==> src/rtl/sop_pkg.sv <==
// Shared types and geometry for the sum-of-products cube evaluator.
// A cube is a product term over N_VARS literals with a per-cube enable.
package sop_pkg;

  localparam int N_VARS  = 11;
  localparam int N_CUBES = 64;
  localparam int LANES   = 4;

  localparam int IDX_W  = $clog2(N_CUBES);
  localparam int GRP_N  = N_CUBES / LANES;
  localparam int LANE_W = (LANES > 1) ? $clog2(LANES) : 1;

  localparam bit GEOMETRY_OK = (LANES >= 1) && (LANES <= N_CUBES) &&
                               ((N_CUBES % LANES) == 0);

  typedef struct packed {
    logic [N_VARS-1:0] care;
    logic [N_VARS-1:0] val;
    logic              en;
  } cube_t;

  typedef enum logic [1:0] {
    IDLE,
    SCAN,
    DONE
  } state_e;

  // A cube with no cared-for literals is the constant-1 term.
  function automatic logic cube_hit(input cube_t c, input logic [N_VARS-1:0] v);
    return c.en && (((v ^ c.val) & c.care) == '0);
  endfunction

endpackage

==> src/rtl/sop_cube_match.sv <==
// Compares one group of LANES cubes against a vector and reports whether any
// matched plus the lowest matching lane.
module sop_cube_match
  import sop_pkg::*;
(
  input  cube_t             cubes_i [LANES],
  input  logic [N_VARS-1:0] vec_i,
  output logic              any_hit_o,
  output logic [LANE_W-1:0] offset_o
);

  // Walk from the highest lane down so the lowest matching lane wins.
  always_comb begin
    any_hit_o = 1'b0;
    offset_o  = '0;
    for (int l = LANES - 1; l >= 0; l--) begin
      if (cube_hit(cubes_i[l], vec_i)) begin
        any_hit_o = 1'b1;
        offset_o  = LANE_W'(l);
      end
    end
  end

endmodule

==> src/rtl/sop_cube_evaluator.sv <==
// Programmable SOP evaluator: holds the cube table, scans it LANES cubes per
// cycle for one latched vector and returns F plus the first matching cube index.
module sop_cube_evaluator
  import sop_pkg::*;
(
  input  logic              clk,
  input  logic              rst_n,
  input  logic              cfg_we,
  output logic              cfg_ready,
  input  logic [IDX_W-1:0]  cfg_addr,
  input  logic [N_VARS-1:0] cfg_care,
  input  logic [N_VARS-1:0] cfg_val,
  input  logic              cfg_en,
  input  logic              in_valid,
  output logic              in_ready,
  input  logic [N_VARS-1:0] in_vec,
  output logic              out_valid,
  input  logic              out_ready,
  output logic              out_f,
  output logic [IDX_W-1:0]  out_hit_idx
);

  localparam logic [IDX_W-1:0] LAST_PTR = IDX_W'((GRP_N - 1) * LANES);
  localparam logic [IDX_W-1:0] PTR_STEP = IDX_W'(LANES);

  if (!GEOMETRY_OK) begin : g_geometry_check
    $error("sop_cube_evaluator: N_CUBES must be a multiple of LANES");
  end

  state_e            state_q, state_d;
  logic [IDX_W-1:0]  ptr_q, ptr_d;
  logic [N_VARS-1:0] vec_q, vec_d;
  logic              f_q, f_d;
  logic [IDX_W-1:0]  idx_q, idx_d;
  logic              valid_q, valid_d;

  cube_t             table_q [N_CUBES];
  cube_t             grp [LANES];
  logic              grp_hit;
  logic [LANE_W-1:0] grp_off;

  assign cfg_ready   = (state_q == IDLE);
  assign in_ready    = (state_q == IDLE) && !cfg_we;
  assign out_valid   = valid_q;
  assign out_f       = f_q;
  assign out_hit_idx = idx_q;

  always_ff @(posedge clk or negedge rst_n) begin
    if (!rst_n) begin
      for (int i = 0; i < N_CUBES; i++) table_q[i] <= '0;
    end else if (cfg_we && cfg_ready) begin
      table_q[cfg_addr] <= {cfg_care, cfg_val, cfg_en};
    end
  end

  for (genvar l = 0; l < LANES; l++) begin : g_group
    assign grp[l] = table_q[ptr_q + IDX_W'(l)];
  end

  sop_cube_match u_match (
    .cubes_i   (grp),
    .vec_i     (vec_q),
    .any_hit_o (grp_hit),
    .offset_o  (grp_off)
  );

  // DONE spends one cycle registering out_valid before presenting the result,
  // so a group-g hit appears g+2 cycles after the accepting edge.
  always_comb begin
    state_d = state_q;
    ptr_d   = ptr_q;
    vec_d   = vec_q;
    f_d     = f_q;
    idx_d   = idx_q;
    valid_d = valid_q;
    unique case (state_q)
      IDLE: begin
        if (in_valid && in_ready) begin
          state_d = SCAN;
          ptr_d   = '0;
          vec_d   = in_vec;
        end
      end
      SCAN: begin
        if (grp_hit) begin
          state_d = DONE;
          f_d     = 1'b1;
          idx_d   = ptr_q + IDX_W'(grp_off);
        end else if (ptr_q == LAST_PTR) begin
          state_d = DONE;
          f_d     = 1'b0;
          idx_d   = '0;
        end else begin
          ptr_d = ptr_q + PTR_STEP;
        end
      end
      DONE: begin
        if (!valid_q) begin
          valid_d = 1'b1;
        end else if (out_ready) begin
          valid_d = 1'b0;
          state_d = IDLE;
        end
      end
      default: state_d = IDLE;
    endcase
  end

  always_ff @(posedge clk or negedge rst_n) begin
    if (!rst_n) begin
      state_q <= IDLE;
      ptr_q   <= '0;
      vec_q   <= '0;
      f_q     <= 1'b0;
      idx_q   <= '0;
      valid_q <= 1'b0;
    end else begin
      state_q <= state_d;
      ptr_q   <= ptr_d;
      vec_q   <= vec_d;
      f_q     <= f_d;
      idx_q   <= idx_d;
      valid_q <= valid_d;
    end
  end

endmodule

==> config.mk <==
export PLATFORM = sky130hd
export DESIGN_NAME = sop_cube_evaluator
export DESIGN_NICKNAME = d
export VERILOG_FILES = /design/src/rtl/sop_pkg.sv /design/src/rtl/sop_cube_match.sv /design/src/rtl/sop_cube_evaluator.sv
export SDC_FILE = /design/constraint.sdc
export NUM_CORES = 2
export LEC_CHECK = 0
export CAP_MARGIN = 10
export CORE_ASPECT_RATIO = 0.8
export CORE_MARGIN = 2
export CORE_UTILIZATION = 39
export CTS_CLUSTER_DIAMETER = 50
export DETAILED_ROUTE_END_ITERATION = 7
export DONT_BUFFER_PORTS = 1
export PLACE_DENSITY = 0.5
export SLEW_MARGIN = 15
export SYNTH_ARGS = -nofsm -noshare
export SYNTH_HDL_FRONTEND = slang
export SYNTH_HIERARCHICAL = 1
export SYNTH_SLANG_ARGS = --single-unit
==> constraint.sdc <==
create_clock -name clk -period 5.2 [get_ports clk]
set_input_delay 0.26 -clock clk [delete_from_list [all_inputs] [get_ports clk]]
set_output_delay 0.26 -clock clk [all_outputs]
set_load 0.1 [all_outputs]
# [Word level (Yosys, flattened, before mapping)]
# Cells that the tools add are included.
[word_totals] ff_bits=1499 in_bits=45 output_inout_bits=10
[classes] n_bitwise=13 reduce_logical=20 n_lt_le_gt_ge=6 n_eq_ne=9 mux=39 addsub=5
[op_table] op="$bwmux W1472" n=1
[op_table] op="$bmux W23 S6" n=4
[op_table] op="$mux W23" n=9
[op_table] op="$demux W23 S6" n=1
[op_table] op="$and A11 B11 Y11" n=4
[op_table] op="$logic_not A11 Y1" n=4
[op_table] op="$xor A11 B11 Y11" n=4
[op_table] op="$ge A7 B7 Y1 const B" n=5
[op_table] op="$not A6 Y7" n=5
[op_table] op="$mux W6" n=5
[op_table] op="$mux W2" n=9
[op_table] op="$add A6 B2 Y6 const B" n=2
[op_table] op="$pmux W6 S2" n=1
[op_table] op="$logic_and A1 B1 Y1" n=8
[op_table] op="$mux W1" n=8
[op_table] op="$ne A2 B2 Y1 const B" n=4
[op_table] op="$reduce_and A4 Y1" n=2
[op_table] op="$lt A7 B1 Y1 const B" n=1
[op_table] op="$add A6 B1 Y6 const B" n=1
[op_table] op="$add A6 B2 Y6" n=1
[op_table] op="$add A6 B3 Y6 const B" n=1
[op_table] op="$eq A6 B6 Y1 const B" n=1
[op_table] op="$pmux W2 S3" n=1
[op_table] op="$reduce_and A2 Y1" n=2
[op_table] op="7 further kinds" n=8

# [Longest topological paths before layout]
[logic_depth] ltp_word=15 depth_mapped=16 ltp_nobuf=13

# [Modules after synthesis]
# The synthesis kept the hierarchy.
[by_module_without_submodules] module="sop_cube_evaluator" area_per_inst_um2=68107.8 seq_area_each_um2=37460.9 n_inst=1 cells_per_inst=4390
[by_module_without_submodules] module="sop_cube_match" area_per_inst_um2=668.1 seq_area_each_um2=0.0 n_inst=1 cells_per_inst=88

# [Least setup slack after synthesis]
# OpenSTA, ideal clock, no wires.
[synth_timing] path_kind="reg2reg" from="reg ptr_q[2]" to="reg ptr_q[4]" arrival_ps=3278 slack_ps=1804 path_buffers=3 required_time_ps=5082 period_less_slack_ps=3396 stages_incl_launch_ff=16 setup_time_ps=118 path_cell_list="dfrtp_1 > buf_2 > clkbuf_1 > buf_2 > mux4_2 > a32oi_1 > o21ai_0 > xor2_1 > a22oi_1 > and4_1 > nand2_1 > nand4b_1 > nor3b_1 > a21oi_1 > o21bai_1 > a21o_1"
[synth_lines] element="start: declaration" line_no="sop_cube_evaluator.sv:31" rtl="logic [IDX_W-1:0] ptr_q, ptr_d;"
[synth_lines] element="start signal: assignment" line_no="sop_cube_evaluator.sv:119" rtl="ptr_q <= ptr_d;"

==> flow_metrics.py <==
metrics = {
    "yosys": {
        "synth_top_family_by_area": "multiplexers",
        "yosys_register_bits": 1497,
        "synth_warnings": 6,
        "synthXorXnorAreaFrac": 0.00560,
        "synth_top_area_frac": 0.545,
        "yosysMostFrequentCell": "dfrtp_1",
        "synthCells": 4478,
        "synth_fa_ha_area_frac": 0.000364,
        "synth-simple-area-share": 0.0110,
        "ys_seq_area_frac": 0.545,
        "post-synth-top-area-cell": "dfrtp_1",
        "synthTopCellsByArea": "dfrtp_1, mux2_2, mux4_2, mux2i_1, a22oi_1",
        "synth_commonest_cells": "dfrtp_1, mux2_2, mux2i_1, mux4_2, clkbuf_1",
        "async_flop_share": 1.00,
        "synthFlopType": "dfrtp_1",
        "synth-edff-count": 0,
        "synth.distinct_cells": 49,
        "avgSynthCellArea_sq_um": 15.4,
        "yosys-mux-area-fraction": 0.373,
        "synth_nets": 4525,
        "syn_area_sq_mm": 0.0688,
        "synth_compound_gate_area_share": 0.0329,
    },
    "timing": {
        "min_period_ns": 4.55,
        "fmax_mhz": 220,
        "tightest_slew_ns": 1.21,
        "finalWorstSetupSlack_ns": 0.650,
        "hold_viol": 0,
        "setup_viol": 0,
        "skew_ns": 0.0294,
        "slew_viol_final": 0,
        "slew_headroom": 0.192,
        "setup_tns_ns": 0,
        "rsz0062_at_grt": "false",
        "fin_crit_sh": 0.875,
    },
    "critical_path": {
        "slowest_stage": "dfrtp_4",
        "crit_arrival_ns": 5.24,
        "crit_chain": "and2_4 -> buf_12 -> buf_4 -> a22oi_1 -> a32oi_1 -> o21ai_0 -> xor2_1 -> a22oi_1 -> and4_1 -> nand2_1 -> nand4b_1 -> nor3b_1 -> a21oi_1 -> o21bai_1 -> a21o_1",
        "reg2regPathDepth": 15,
        "r2r_end": "ptr_q[4]$_DFFE_PN0P_",
        "crit_fanout": 20,
        "cpMostUsedCell": "a22oi_1",
        "rr_startpoint": "ptr_q[4]$_DFFE_PN0P_",
        "cp.required_ns": 5.89,
        "slowest_delay_ns": 0.72,
        "rrSetupSlack_ns": 0.65,
        "worstSetupEndpointType": "register",
        "worstSetupPathType": "register to register",
        "startpoint_type": "register",
    },
    "place": {
        "io_buffers": 0,
        "place.gp.congestion": 0.716,
        "hpwlAfterDp_um": 111000,
        "place_ws_ns": 0.586,
        "post_dp_cell_area_sq_mm": 0.0715,
        "dp_cells": 6470,
    },
    "flow_run": {
        "max_cap_violations": 0,
    },
    "final_layout": {
        "final_cells": 6873,
        "final_layout_size_suffix_gt1_frac": 0.493,
        "finish.utilization": 0.450,
        "design_area_sq_mm": 0.0786,
        "nets": 4486,
        "area_growth_pct": 14.3,
    },
    "global_route": {
        "antenna_found_initial": 16,
        "track_usage": 0.227,
        "grt_pass1_wl_um": 298000,
        "grt_pass1_vias": 41085,
        "grt_start_max_net_pins": 213,
        "globalRoute.totalOverflow": 0,
    },
    "cts": {
        "cts_tree": "done",
        "post_cts_resized": 0,
        "clk_pin_slew_ns": 0.06,
        "htree_levels": 4,
        "cts_sinks": 1497,
        "cts_buffers": 169,
        "postCtsSetupBuffers": 0,
        "cts-root-buf": "clkbuf_16",
        "clock_path_buffers": 3,
        "clock_latency_ns": 0.80,
    },
    "drt": {
        "drc": 0,
        "via_per_inst": 5.72,
        "vias": 39288,
        "routedWlPerCell_um": 29.4,
        "drtPass1Iterations": 7,
        "postRouteAntennaNets": 0,
        "routed_wl_um": 202000,
        "drt_iter0_drc": 2816,
    },
    "floorplanning": {
        "core_sq_mm": 0.175,
        "ioPinCount": 55,
        "start_util": 0.393,
        "fp.dieH_um": 380,
        "row_count": 137,
        "dieArea_sq_mm": 0.180,
        "die_w_um": 474,
    },
    "pwr": {
        "ir_drop_uv": 372,
        "cellPowerDensity_mw_per_mm2": 469,
        "power.leakage_nw": 35.9,
    },
    "status": {
        "status": "completed",
    },
    "worst_hold_path": {
        "holdCritPathClass": "primary input to register",
        "min_delay_path_depth": 3,
        "holdPathEnd": "vec_q[7]$_DFFE_PN0P_",
        "hp-start": "in_valid",
    },
}
worst max-delay path by stage:
stage / end / start / cells past startpoint / slack, ns
after floorplan: ptr_q[4]$_DFFE_PN0P_ / ptr_q[2]$_DFFE_PN0P_ / 15 / 1.80
after global routing: table_q[1051]$_DFFE_PN0P_ / rst_n / 9 / 0.12
after global placement: table_q[1327]$_DFFE_PN0P_ / rst_n / 6 / 0.28
final: ptr_q[4]$_DFFE_PN0P_ / ptr_q[4]$_DFFE_PN0P_ / 15 / 0.65
after CTS: table_q[1051]$_DFFE_PN0P_ / rst_n / 9 / 0.20
after detailed placement: table_q[1051]$_DFFE_PN0P_ / rst_n / 7 / 0.59
area by class of cell:
type | count | area, sq um
Fill cell | 15596 | 96200
Multi-Input combinational cell | 2531 | 29400
Sequential cell | 1497 | 37500
Tap cell | 2293 | 2870
Clock buffer | 239 | 4860
Inverter | 4 | 17.5
Antenna cell | 4 | 10.0
Clock inverter | 69 | 855
Timing Repair Buffer | 236 | 3080
layout by cell type (no fill, tap or decap), types with 25 or more instances in the layout:
master	count
buf_16	39
a32oi_1	92
dlygate4sd3_1	66
nor2_4	49
buf_4	102
clkbuf_1	39
xor2_1	44
clkbuf_8	26
clkinv_2	25
dfrtp_1	1494
nand2_1	35
a22oi_1	111
buf_12	29
mux4_2	276
clkbuf_16	174
mux2i_1	276
mux2_2	1472
o21ai_0	97
cell families (layout without fill, tap and decap cells):
kind of cell	after synthesis	after routing
xor+xnor	44	44
compound gates	318	318
mux	2035	2035
other cells	0	4
buf+inv	450	548
flops	1497	1497
fa+ha+maj	2	2
simple gates	132	132
power breakdown:
| part | leakage (nW) | internal, mW | switching, mW |
|---|---|---|---|
| Sequential | 20.3 | 13.7 | 1.58 |
| Combinational | 12.8 | 4.58 | 4.70 |
| Clock | 2.80 | 7.29 | 5.06 |
critical path: cells and delay by family, from the launching register on:
family | cells | cell delay (ns)
simple gates | 5 | 1.69
compound gates | 7 | 1.21
flops | 1 | 0.72
buf+inv | 2 | 0.55
xor+xnor | 1 | 0.22
sequential cells by signal, summed over array words and instances (netlist names):
register and flops:
out_valid 1, out_hit_idx 6, table_q 1472, state_q 2, ptr_q 4, vec_q 11, out_f 1
what timing repair did:
item	4_1_cts	5_1_grt
hold buffers	89	0
hold endpoints to repair	1610	0
endpoints found under the setup margin	0	0
metrics by stage:
| step | power (mW) | hold WS, ns |
|---|---|---|
| floorplan | 21.2 | -0.0356 |
| global placement | 24.4 | -0.0354 |
| detailed placement | 24.5 | -0.0354 |
| CTS | 37.4 | 0.0689 |
| global route | 38.7 | 0.0824 |
| finish | 36.9 | 0.116 |
layer usage:
layer,GRT usage,up-vias,share of wire
met2,0.354,672,0.46
li1,-,16674,-
met1,0.333,21692,0.48
met4,0.0551,0,0.023
met3,0.0338,250,0.036
met5,0,-,0
Note: power is estimated with default switching activity, not from simulation.
